==> src/rtl/irq_controller_multi.sv <==
// Multi-line interrupt controller.
// Requests are masked per line and arbitrated by fixed priority, with line 0 highest.
// Each line is either rising-edge or level sensitive.
// Exception and interrupt service state is tracked, including an exception
// raised while an interrupt handler is running.
module irq_controller_multi #(
  parameter int unsigned        IRQ_NUM    = 16,
  parameter logic [IRQ_NUM-1:0] EDGE_MASK  = '0,
  parameter logic [31:0]        CAUSE_BASE = 32'h1000_0010,
  localparam int unsigned       ID_W       = (IRQ_NUM > 1) ? $clog2(IRQ_NUM) : 1
) (
  input  logic               clk_i,
  input  logic               rst_ni,
  input  logic               exception_i,
  input  logic               mret_i,
  input  logic               mie_i,
  input  logic [IRQ_NUM-1:0] irq_req_i,
  input  logic [IRQ_NUM-1:0] irq_mask_i,
  output logic               irq_o,
  output logic [31:0]        irq_cause_o,
  output logic [ID_W-1:0]    irq_id_o,
  output logic [IRQ_NUM-1:0] irq_ack_o,
  output logic               irq_ret_o
);

  typedef enum logic [1:0] {
    ST_IDLE       = 2'd0,
    ST_IRQ        = 2'd1,
    ST_EXC        = 2'd2,
    ST_EXC_IN_IRQ = 2'd3
  } state_e;

  state_e             state_q;
  logic [IRQ_NUM-1:0] req_q;
  logic [IRQ_NUM-1:0] pend_q;
  logic [IRQ_NUM-1:0] pend_d;
  logic [ID_W-1:0]    id_q;

  logic [IRQ_NUM-1:0] edge_rise;
  logic [IRQ_NUM-1:0] pend;
  logic [IRQ_NUM-1:0] cand;
  logic [ID_W-1:0]    win;
  logic               take;

  // Edge lines latch a rising edge until taken; a new edge in the take cycle
  // wins over the clear.
  // Level lines follow the raw request directly and never hold pend_q state.
  assign edge_rise = irq_req_i & ~req_q;
  assign pend_d    = (edge_rise | (pend_q & ~irq_ack_o)) & EDGE_MASK;
  assign pend      = (pend_q & EDGE_MASK) | (irq_req_i & ~EDGE_MASK);
  assign cand      = pend & irq_mask_i;

  // Lowest set index of the candidates wins.
  always_comb begin
    win = '0;
    for (int i = IRQ_NUM - 1; i >= 0; i--) begin
      if (cand[i]) win = ID_W'(i);
    end
  end

  // A take happens only from IDLE and only when no exception arrives in the same cycle.
  // Gating with rst_ni keeps the combinational outputs quiet while reset is held.
  assign take = rst_ni & (state_q == ST_IDLE) & ~exception_i & mie_i & (|cand);

  assign irq_o     = take;
  assign irq_ret_o = rst_ni & (state_q == ST_IRQ) & mret_i & ~exception_i;
  assign irq_id_o  = take ? win : id_q;
  assign irq_cause_o = CAUSE_BASE + 32'(irq_id_o);

  for (genvar gi = 0; gi < IRQ_NUM; gi++) begin : g_ack
    assign irq_ack_o[gi] = take & (win == ID_W'(gi));
  end

  // Request sampling, pending latches and the serviced line index.
  always_ff @(posedge clk_i or negedge rst_ni) begin
    if (!rst_ni) begin
      req_q  <= '0;
      pend_q <= '0;
      id_q   <= '0;
    end else begin
      req_q  <= irq_req_i;
      pend_q <= pend_d;
      if (take) id_q <= win;
    end
  end

  // Service state machine; exceptions take precedence over interrupts and mret.
  always_ff @(posedge clk_i or negedge rst_ni) begin
    if (!rst_ni) begin
      state_q <= ST_IDLE;
    end else begin
      case (state_q)
        ST_IDLE: begin
          if (exception_i)  state_q <= ST_EXC;
          else if (take)    state_q <= ST_IRQ;
        end
        ST_IRQ: begin
          if (exception_i)  state_q <= ST_EXC_IN_IRQ;
          else if (mret_i)  state_q <= ST_IDLE;
        end
        ST_EXC: begin
          if (mret_i)       state_q <= ST_IDLE;
        end
        ST_EXC_IN_IRQ: begin
          if (mret_i)       state_q <= ST_IRQ;
        end
        default:            state_q <= ST_IDLE;
      endcase
    end
  end

endmodule

==> config.mk <==
export PLATFORM = sky130hd
export DESIGN_NAME = irq_controller_multi
export DESIGN_NICKNAME = d
export VERILOG_FILES = /design/src/rtl/irq_controller_multi.sv
export SDC_FILE = /design/constraint.sdc
export NUM_CORES = 1
export LEC_CHECK = 0
export CORE_ASPECT_RATIO = 1.5
export CORE_MARGIN = 2
export CORE_UTILIZATION = 30
export DETAILED_ROUTE_END_ITERATION = 10
export PLACE_DENSITY_LB_ADDON = 0.2
export SLEW_MARGIN = 15
export SYNTH_ARGS = -nofsm -noshare
export SYNTH_HDL_FRONTEND = slang
export SYNTH_SLANG_ARGS = --single-unit
==> constraint.sdc <==
create_clock -name clk_i -period 2 [get_ports clk_i]
set_input_delay 0.3 -clock clk_i [delete_from_list [all_inputs] [get_ports clk_i]]
set_output_delay 0.3 -clock clk_i [all_outputs]
set_load 0.1 [all_outputs]
==> summary.txt <==
Outcome
  – Status: finished, violations left
  – Failing checks: setup timing

Yosys
  – Avg Cell Area, Syn: ~7.9 sq um
  – Ys async rst share: between 90% and 100%
  – Top-count cell post-synth: buf_4
  – Post-synth top area cell: buf_4
  – Synth top cells by count: buf_4 (32), nand2_1 (17), nor3_1 (13)
  – Syn Inst Count: approximately 120
  – Register bit total from synthesis: 6
  – Synth area leaders: buf_4 (26%), dfrtp_1 (16%), nor3_1 (7.1%)
  – Mapped cell area: roughly 920 sq um
  – YS warnings: 0
  – Post-synth EDFFs: 0
  – Yosys cell types: 33
  – Seq/Total Area, Yosys: approximately 16%
  – Synth top area share: about a quarter
  – Most used DFF post-synth: dfrtp_1

Timing
  – FMAX: about 450 MHz
  – Final hold slack: between 0.15 and 0.2 ns
  – Clock skew: ~0.0011 ns
  – Min Tclk post-route: approximately 2.2 ns
  – Final hold vios: 0
  – RSZ-0062 raised after global routing: true
  – Setup_tns: -4.06 ns
  – Final setup violation count: 24
  – Final Max Slew Viols: 0
  – Final WS setup: -0.228 ns
  – Fin crit share: 111%

Clocking
  – Clk root buf: clkbuf_8
  – CTS Buffer Depth: 2
  – CTS buffer count: 3
  – CTS tree: done
  – CTS HTree Levels: 1
  – CTS Sinks: 6
  – # hold bufs at CTS: 0
  – CTS clk-pin slew, worst paths: 0.04 ns
  – Worst-skew pair later-pin latency: about 0.22 ns

Critical path
  – Max incr delay on CP: 0.59 ns
  – Crit Path Class: reg -> out
  – Delay-heaviest family, CP: simple AND/OR/NAND/NOR gates
  – Crit path launch: state_q[1]
  – CP Capture Type: output port
  – Req. time, crit path: about 1.7 ns
  – FF-to-FF setup slack: 0.39 ns
  – Startpoint Class: flip-flop
  – Worst R2R Start: state_q[1]
  – Critical Path, Cell by Cell: nor2_4, nand4b_4, or4_4, nor3_4, buf_12
  – Worst path bufs/invs: 1
  – Arrival time at the worst endpoint: slightly below 2 ns
  – Slowest library cell on the worst path: or4_4
  – Crit path max fanout: 4

Power and ir drop
  – Int Power: roughly 810 uW
  – Worst vdd ir: between 0.0006 and 0.0007 V
  – Clock network power share: about a tenth
  – Logic pwr share: about 80%
  – Switching Fraction: around 57%
  – P_leak: 1.16 nW
  – Total power: roughly 1.9 mW
  – Pwr dens: roughly 760 nW/um^2
  – Reg power frac: a little under a tenth
  – Sw Pwr: 1.09 mW

Cells and area
  – Final Cell Area: about 2500 sq um
  – FF+latch area: around 150 sq um
  – Diode count: 0
  – Nets: approximately 260
  – Final Util: between 80% and 90%
  – Layout cells sized above 1: 70.5%
  – Footprint of the multi-input gates: between 1000 and 1500 sq um
  – Area Overhead vs Synth: 170%
  – Filler cells: 155
  – Fin cells: 259

Placed design
  – DP Area: between 2000 and 2500 sq um
  – Dpl ws: -0.616 ns
  – Gp weighted congestion: 0.787
  – Dpl hpwl: roughly 2.8 mm
  – Port Buf Inserts: between 60 and 70
  – Dpl cells: about 230

Routing
  – DR vias/cell: about 4.9
  – DRT antenna net count: 0
  – DRC: 0
  – 1st-pass router iterations: 4
  – Routed len/inst: approximately 18 um
  – Routed WL: 4.57 mm
  – Initial drt markers: 19
  – Via count: 1281

Die
  – Ports: ~90
  – Core area: a little under 3000 sq um
  – Rows: 24
  – Starting Density: a little under a third
  – Die Ht: ~70 um
  – Die area: roughly 3500 sq um
  – Die width: about 49 um

Worst hold path
  – HP Class: in -> async

GRT
  – Total grt overflow: 0
  – First-pass GRT wire length: between 6 and 7 mm
  – Initial antenna violation count: 0
  – Number of global-route vias before repair: roughly 1300
  – Largest net degree at the start of global routing: 8
  – Gr usage total: about a quarter

Flow run
  – Maxcap violations: 0
routing by layer:
layer	wire length [um]	share of wire (%)	global-route usage [%]	up-vias
met2	2660	58	47.9	64
met1	1400	31	22.4	623
li1	-	-	-	575
met5	0	0	0	-
met3	225	4.9	3.13	19
met4	276	6.0	10.8	0
kinds of logic after synthesis:
group | Yosys count | share of synthesized area (%)
simple gates | 50 | 28.9
flops | 6 | 16.3
buf+inv | 34 | 26.9
compound gates | 21 | 22.3
other cells | 2 | 0.816
mux | 4 | 4.76
sequential cells by signal, indices dropped and copies added, names as in the netlist:
name,flops
id_q,4
state_q,2
final timing paths:
check                                     end  cells after the start
worst max-delay path            irq_ack_o[11]                      5
worst min-delay path                  id_q[3]                      2
max in group asynchronous             id_q[1]                      2
min in group clk_i                 state_q[0]                      2
worst min register to register     state_q[0]                      2
worst max register to register        id_q[1]                      6
area by class of cell:
| type | instances | area share (%) |
|---|---|---|
| well taps | 39 | 1.96 |
| clock buffers | 3 | 1.66 |
| multi-input cells | 103 | 40.9 |
| repair buffers | 106 | 49.2 |
| flip-flops and latches | 6 | 6.03 |
| inverters | 2 | 0.302 |
placed cells by master (no fill, tap or decap), types with 2 or more instances in the layout:
cell type,instances
mux2_4,3
nand3_2,2
dfrtp_1,6
nor2_2,4
a22oi_2,5
dlygate4sd2_1,8
buf_2,12
nand2_1,10
buf_6,16
clkbuf_8,3
nor4_4,2
a22o_4,2
nor2_4,2
buf_4,29
nand2_2,5
buf_12,30
nand3_1,2
clkbuf_2,5
clkdlybuf4s15_1,3
conb_1,28
nor3_4,13
buf_8,2
a32o_2,2
power by group through the flow:
stage               Clock (mW)  Sequential, mW  Combinational, mW
detailed placement           0           0.174               1.41
global route             0.201           0.179               1.57
floorplan                    0           0.170               1.08
global placement             0           0.175               1.39
finish                   0.186           0.176               1.53
CTS                      0.192           0.176               1.48
what timing repair did:
action                     CTS  global route
resized for setup          140            21
setup buffers               19             3
pin swaps                   33            10
setup endpoints to repair   27            25
No activity file was read; power rests on OpenSTA's default activity.
